==> config.mk <==
export PLATFORM = sky130hd
export DESIGN_NAME = msg_sched_flat
export DESIGN_NICKNAME = d
export VERILOG_FILES = /design/src/rtl/msg_sched_if.sv /design/src/rtl/msg_sched.sv /design/src/flat_wrapper.sv
export SDC_FILE = /design/constraint.sdc
export NUM_CORES = 2
export LEC_CHECK = 0
export ABC_AREA = 1
export BUFFER_PORTS_ARGS = -buffer_cell sky130_fd_sc_hd__buf_2
export CAP_MARGIN = 20
export CORE_ASPECT_RATIO = 1.1
export CORE_MARGIN = 8
export CORE_UTILIZATION = 50
export CTS_BUF_LIST = sky130_fd_sc_hd__clkbuf_8
export DETAILED_ROUTE_END_ITERATION = 16
export PLACE_DENSITY = 0.85
export SLEW_MARGIN = 15
export SYNTH_ARGS = -nofsm -noshare
export SYNTH_HDL_FRONTEND = slang
export SYNTH_SLANG_ARGS = --single-unit
==> constraint.sdc <==
create_clock -name clk -period 19.5 [get_ports clk]
set_clock_uncertainty 0.2 [all_clocks]
set_input_delay 3.9 -clock clk [delete_from_list [all_inputs] [get_ports clk]]
set_output_delay 3.9 -clock clk [all_outputs]
set_load 0.01 [all_outputs]
==> src/rtl/msg_sched_if.sv <==
// msg_sched_if
//   Handshake/data bundle between the message-block source and the
//   SHA-256 message scheduler.
//   start     : request to schedule block_in (source -> scheduler)
//   block_in  : 512-bit padded block, M0 in [511:480] (source -> scheduler)
//   W         : schedule word for the current round (scheduler -> source)
//   w_valid   : W carries a valid word
//   busy      : scheduler is in RUN or DONE
//   done      : one-cycle pulse after the last word
//   round_idx : round counter while w_valid, else 0
//               (present only with MSG_SCHED_ROUND_IDX_EN defined)
interface msg_sched_if;
   logic         start;
   logic [511:0] block_in;
   logic [31:0]  W;
   logic         w_valid;
   logic         busy;
   logic         done;
`ifdef MSG_SCHED_ROUND_IDX_EN
   logic [5:0]   round_idx;
`endif

   modport master (
      output start, block_in,
      input  W, w_valid, busy, done
`ifdef MSG_SCHED_ROUND_IDX_EN
      , input round_idx
`endif
   );

   modport slave (
      input  start, block_in,
      output W, w_valid, busy, done
`ifdef MSG_SCHED_ROUND_IDX_EN
      , output round_idx
`endif
   );
endinterface

==> src/rtl/msg_sched.sv <==
// msg_sched
//   SHA-256 message schedule generator. On start (accepted only in IDLE)
//   the 16 words of block_in are captured into a shift window; the block
//   then emits NUM_ROUNDS schedule words on consecutive cycles, one per
//   clock, followed by a one-cycle done pulse.
//   Ports:
//     clk    : system clock, rising edge
//     reset  : asynchronous, active-high
//     bus    : msg_sched_if.slave (start, block_in, W, w_valid, busy, done
//              and optionally round_idx)
//   Build option:
//     MSG_SCHED_ROUND_IDX_EN : adds bus.round_idx for aligning with the
//                              compression stage's K lookup.
//
//   state | meaning
//   ------+----------------------------------------------------------
//   IDLE  | waiting for start; outputs quiet
//   RUN   | emitting window[0] each cycle, window shifts every edge
//   DONE  | one-cycle done pulse, then back to IDLE
module msg_sched #(
   parameter int NUM_ROUNDS = 64
) (
   input  logic        clk,
   input  logic        reset,
   msg_sched_if.slave  bus
);

   typedef enum logic [1:0] {
      IDLE = 2'd0,
      RUN  = 2'd1,
      DONE = 2'd2
   } state_t;

   localparam logic [5:0] LAST_ROUND = 6'(NUM_ROUNDS - 1);

   state_t      state_q;
   state_t      state_d;
   logic [31:0] window_q [16];
   logic [5:0]  round_q;
   logic [31:0] w_new;

   function automatic logic [31:0] sigma0(input logic [31:0] x);
      return {x[6:0], x[31:7]} ^ {x[17:0], x[31:18]} ^ (x >> 3);
   endfunction

   function automatic logic [31:0] sigma1(input logic [31:0] x);
      return {x[16:0], x[31:17]} ^ {x[18:0], x[31:19]} ^ (x >> 10);
   endfunction

   // window[0] holds W[t]; the word entering at entry 15 is W[t+16].
   always_comb begin
      w_new = sigma1(window_q[14]) + window_q[9] + sigma0(window_q[1]) + window_q[0];
   end

   always_comb begin
      state_d = state_q;
      case (state_q)
         IDLE: if (bus.start) state_d = RUN;
         RUN:  if (round_q == LAST_ROUND) state_d = DONE;
         DONE: state_d = IDLE;
         default: state_d = IDLE;
      endcase
   end

   always_ff @(posedge clk or posedge reset) begin
      if (reset) begin
         state_q <= IDLE;
      end else begin
         state_q <= state_d;
      end
   end

   always_ff @(posedge clk or posedge reset) begin
      if (reset) begin
         round_q <= '0;
         for (int i = 0; i < 16; i++) window_q[i] <= '0;
      end else if (state_q == IDLE && bus.start) begin
         round_q <= '0;
         for (int i = 0; i < 16; i++) window_q[i] <= bus.block_in[511 - 32*i -: 32];
      end else if (state_q == RUN) begin
         round_q <= round_q + 6'd1;
         for (int i = 0; i < 15; i++) window_q[i] <= window_q[i+1];
         window_q[15] <= w_new;
      end
   end

   // Outputs are gated purely by registered state so that reset clears them
   // without waiting for an edge and inputs never reach W combinationally.
   assign bus.W       = (state_q == RUN) ? window_q[0] : 32'd0;
   assign bus.w_valid = (state_q == RUN);
   assign bus.busy    = (state_q == RUN) || (state_q == DONE);
   assign bus.done    = (state_q == DONE);

`ifdef MSG_SCHED_ROUND_IDX_EN
   assign bus.round_idx = (state_q == RUN) ? round_q : 6'd0;
`endif

endmodule

==> src/flat_wrapper.sv <==
// flat-port wrapper written by rule: the top's interface ports become plain ports
module msg_sched_flat 
#(
   parameter int NUM_ROUNDS = 64
)
  (clk, reset, bus_start, bus_block_in, bus_W, bus_w_valid, bus_busy, bus_done);
  msg_sched_if bus_i ();
  input  logic clk;
  input  logic reset;
  input wire logic [$bits(bus_i.start)-1:0] bus_start;
  input wire logic [$bits(bus_i.block_in)-1:0] bus_block_in;
  output wire logic [$bits(bus_i.W)-1:0] bus_W;
  output wire logic [$bits(bus_i.w_valid)-1:0] bus_w_valid;
  output wire logic [$bits(bus_i.busy)-1:0] bus_busy;
  output wire logic [$bits(bus_i.done)-1:0] bus_done;
  assign bus_i.start = bus_start;
  assign bus_i.block_in = bus_block_in;
  assign bus_W = bus_i.W;
  assign bus_w_valid = bus_i.w_valid;
  assign bus_busy = bus_i.busy;
  assign bus_done = bus_i.done;
  msg_sched #(.NUM_ROUNDS(NUM_ROUNDS)) u_core (.clk(clk), .reset(reset), .bus(bus_i));
endmodule
==> results.py <==
metrics = {
    "critical_path": {
        "worst_ep_required_time_ns": 19.81,
        "critical_path.max_fanout": 230,
        "worstSetupPathType": "in2reg",
        "crit_arrival_ns": 8.13,
        "cp-end-kind": "register",
        "setup.reg_to_reg.worst_slack_ns": 14.15,
        "buffers_and_inverters_on_the_worst_path": 5,
        "critical_path.startpoint": "bus_start",
        "critical-path-max-stage-delay_ns": 0.90,
        "critical-path-slowest-cell": "buf_4",
        "worst_r2r_path_depth": 9,
        "cpLargestDelayFamily": "buffers and inverters",
        "critPathMostFrequentCell": "buf_4",
        "startpoint_type": "input port",
        "timing.critical_path.cells": "buf_2 > nand2_8 > inv_2 > nor2_8 > inv_16 > buf_4 > buf_4 > o21ai_0",
        "critical_path.reg2reg.startpoint": "u_core.state_q[1]",
        "r2r-end": "u_core.window_q[147]",
    },
    "placement": {
        "port-buffer-count": 549,
        "gp_congestion": 1.01,
        "post_dp_hpwl_mm": 83.9,
        "placedCellCount": 4821,
    },
    "drt": {
        "drt-total-wl_mm": 111,
        "wl_per_cell_um": 22.2,
        "dr.first_iter.drc_count": 3342,
        "ant_nets": 0,
        "route.detailed.drc": 0,
        "routed_via_density": 5.56,
        "detailedRoute.firstPassIterationCount": 9,
        "dr_total_vias": 27900,
    },
    "synthesis": {
        "synthesis.area_per_instance_um2": 7.94,
        "synth_area_in_simple_gates_pct": 6.92,
        "count_of_flip_flops_with_a_built_in_enable_after_synthesis": 0,
        "netlist_area_um2": 29600,
        "synth_async_sr_flop_share_pct": 100,
        "mappedNetlistNets": 4338,
        "ys_ff_latch": 520,
        "netlist-cell-type-count": 37,
        "post_synth_top_area_share_pct": 44.0,
        "sequential_fraction_of_the_synthesis_area_pct": 44.0,
        "synth_ff_type": "dfrtp_1",
        "count_of_warnings_emitted_by_yosys": 0,
        "synth.area.mux_share_pct": 0,
        "post_synth_fa_ha_maj_area_fraction_pct": 5.72,
        "post_synth_inst_count": 3725,
        "synth_top_cell_by_area": "dfrtp_1",
        "synthesized_area_fraction_occupied_by_ao_oa_aoi_and_oai_cells_pct": 25.4,
        "synth_top_family_by_area": "compound AO/OA/AOI/OAI gates",
        "synth_xor_area_share_pct": 3.88,
        "synthTopCellsByArea": "dfrtp_1 (44%), o21ai_0 (15%), inv_1 (9.7%), o21ai_1 (9.0%), fa_1 (4.2%)",
    },
    "min_path": {
        "holdCritPathClass": "reg2reg",
        "timing.hold.worst.start": "u_core.window_q[23]",
        "min_path_cells": 2,
        "whs_endpoint": "u_core.window_q[23]",
    },
    "global_route": {
        "global_route.usage.met2_pct": 49.0,
        "grt_pass1_wl_mm": 162,
        "use_met3_pct": 6.68,
        "use_met1_pct": 40.5,
        "antenna_found_initial": 34,
        "first_global_vias": 27000,
        "grt_start_max_net_pins": 252,
        "grt_most_used_layer": "met2",
        "gr-total-overflow": 0,
        "track_usage_pct": 32.0,
    },
    "die": {
        "start_util_pct": 50.5,
        "placement_row_count": 93,
        "die_outline_area_um2": 67200,
        "fp.dieW_um": 248,
        "io_pins": 550,
        "core_area_um2": 58500,
        "fp.dieH_um": 271,
    },
    "clock_network": {
        "htreeDepth": 3,
        "postCtsHoldBufs": 0,
        "clockRootBuffer": "clkbuf_8",
        "max-clock-path-buffers": 3,
        "clkSinkCount": 520,
        "clk_latency_ns": 0.69,
        "cts_post_setup_buffers_inserted": 0,
        "numCtsBuffers": 88,
        "resize_count_post_cts": 0,
        "clk_pin_slew_worst_paths_ns": 0.06,
        "tritoncts": "built",
    },
    "sta": {
        "hold_violations": 0,
        "final.period_utilization_pct": 40.1,
        "fmax_ghz": 0.128,
        "rsz0062_at_grt": "false",
        "finalSetupViolCount": 0,
        "max_slew_margin_pct": 24.8,
        "timing_max_transition_violations_final": 0,
        "post-route-min-period_ns": 7.82,
        "tightestPinTransition_ns": 1.13,
        "fin_setup_tns_ns": 0,
    },
    "cells_and_area": {
        "layout.nets": 4765,
        "layout.cells.most_common": "o21ai_0",
        "post-route-util_pct": 58.3,
        "final_cell_mix": "o21ai_0 (858), inv_1 (788), buf_2 (549), o21ai_1 (533), dfrtp_1 (520)",
        "share_of_post_route_cells_with_drive_strength_above_1_pct": 17.4,
        "areaGrowthSynthToFinish_pct": 15.4,
        "fin_cells": 5009,
    },
    "pwr": {
        "sum_of_internal_switching_and_leakage_power_mw": 2.20,
        "power.ir.vdd_worst_uv": 52.2,
        "power.static_leakage_nw": 17.8,
        "power-per-cell-area_nw_per_um2": 64.4,
    },
    "status": {
        "outcome": "finished, final reports clean",
    },
    "run": {
        "timing.max_cap.violations": 0,
    },
}
synthesized netlist by cell type, types with 4 or more instances:
master and n:
nand3_1 47, ha_1 36, o21ai_0 858, nand2_1 327, nand4_1 4, inv_2 5, nand2_2 16, xor2_1 70
fa_1 62, xnor2_1 61, buf_6 40, o22ai_1 30, buf_2 79, inv_1 763, or2_1 5, clkbuf_1 105
o21ai_1 533, nor2_1 73, dfrtp_1 520, a21oi_1 54, buf_4 4
tightest hold or removal path, cell delays in order (launching register included):
cell     delay (ns)
dfrtp_1        0.34
nand2_1        0.06
nand2_1        0.06
power by group:
group | internal, mW | switching (mW) | leakage (nW)
sequential | 1.08 | 0 | 5.94
clock | 0.561 | 0.471 | 1.05
combinational | 0.0374 | 0.0483 | 10.8
total | 1.68 | 0.519 | 17.8
through the flow:
stage                     hold WS [ns]  worst slack (ns)  cell area, um^2
final                            0.288             11.68            34100
after CTS                        0.285             11.86            34000
after global placement           0.276             11.18            32200
after floorplan                  0.249             0.873            29600
after global routing             0.312             11.39            34100
after detailed placement         0.267             11.12            32200
sequential cells by signal, summed over array words and instances (netlist names):
name and flops:
u_core.window_q 512, u_core.state_q 2, u_core.round_q 6
logic make-up after synthesis:
kind of cell             count (synthesis)
adder cells (fa/ha/maj)                 98
XOR/XNOR                               131
AND/OR/NAND/NOR                        490
AO/OA/AOI/OAI                         1486
flip-flops                             520
buffers and inverters                 1000
layout make-up:
| cell class | instances | area (um^2) |
|---|---|---|
| Clock buffer | 113 | 1560 |
| Inverter | 769 | 2920 |
| Tap cell | 760 | 951 |
| Antenna cell | 31 | 77.6 |
| Fill cell | 5282 | 24400 |
| Multi-Input combinational cell | 2205 | 12400 |
| Timing Repair Buffer | 568 | 2940 |
| Clock inverter | 43 | 284 |
| Sequential cell | 520 | 13000 |
per-layer routing:
layer,share of wire [%],vias to the layer above
met5,0.052,-
met4,7.2,8
met3,8.5,335
met2,46,1508
met1,38,13100
li1,-,12900
worst max path at each step:
| stage | cells past startpoint | end | slack [ns] |
|---|---|---|---|
| 2_1_floorplan | 1 | u_core.round_q[0] | 0.87 |
| 3_3_place_gp | 8 | u_core.window_q[146] | 11.18 |
| 3_5_place_dp | 8 | u_core.window_q[150] | 11.12 |
| 4_1_cts | 8 | u_core.window_q[151] | 11.86 |
| 5_1_grt | 8 | u_core.window_q[147] | 11.39 |
| 6_report | 8 | u_core.window_q[147] | 11.68 |
No activity file was read; power rests on OpenSTA's default activity.
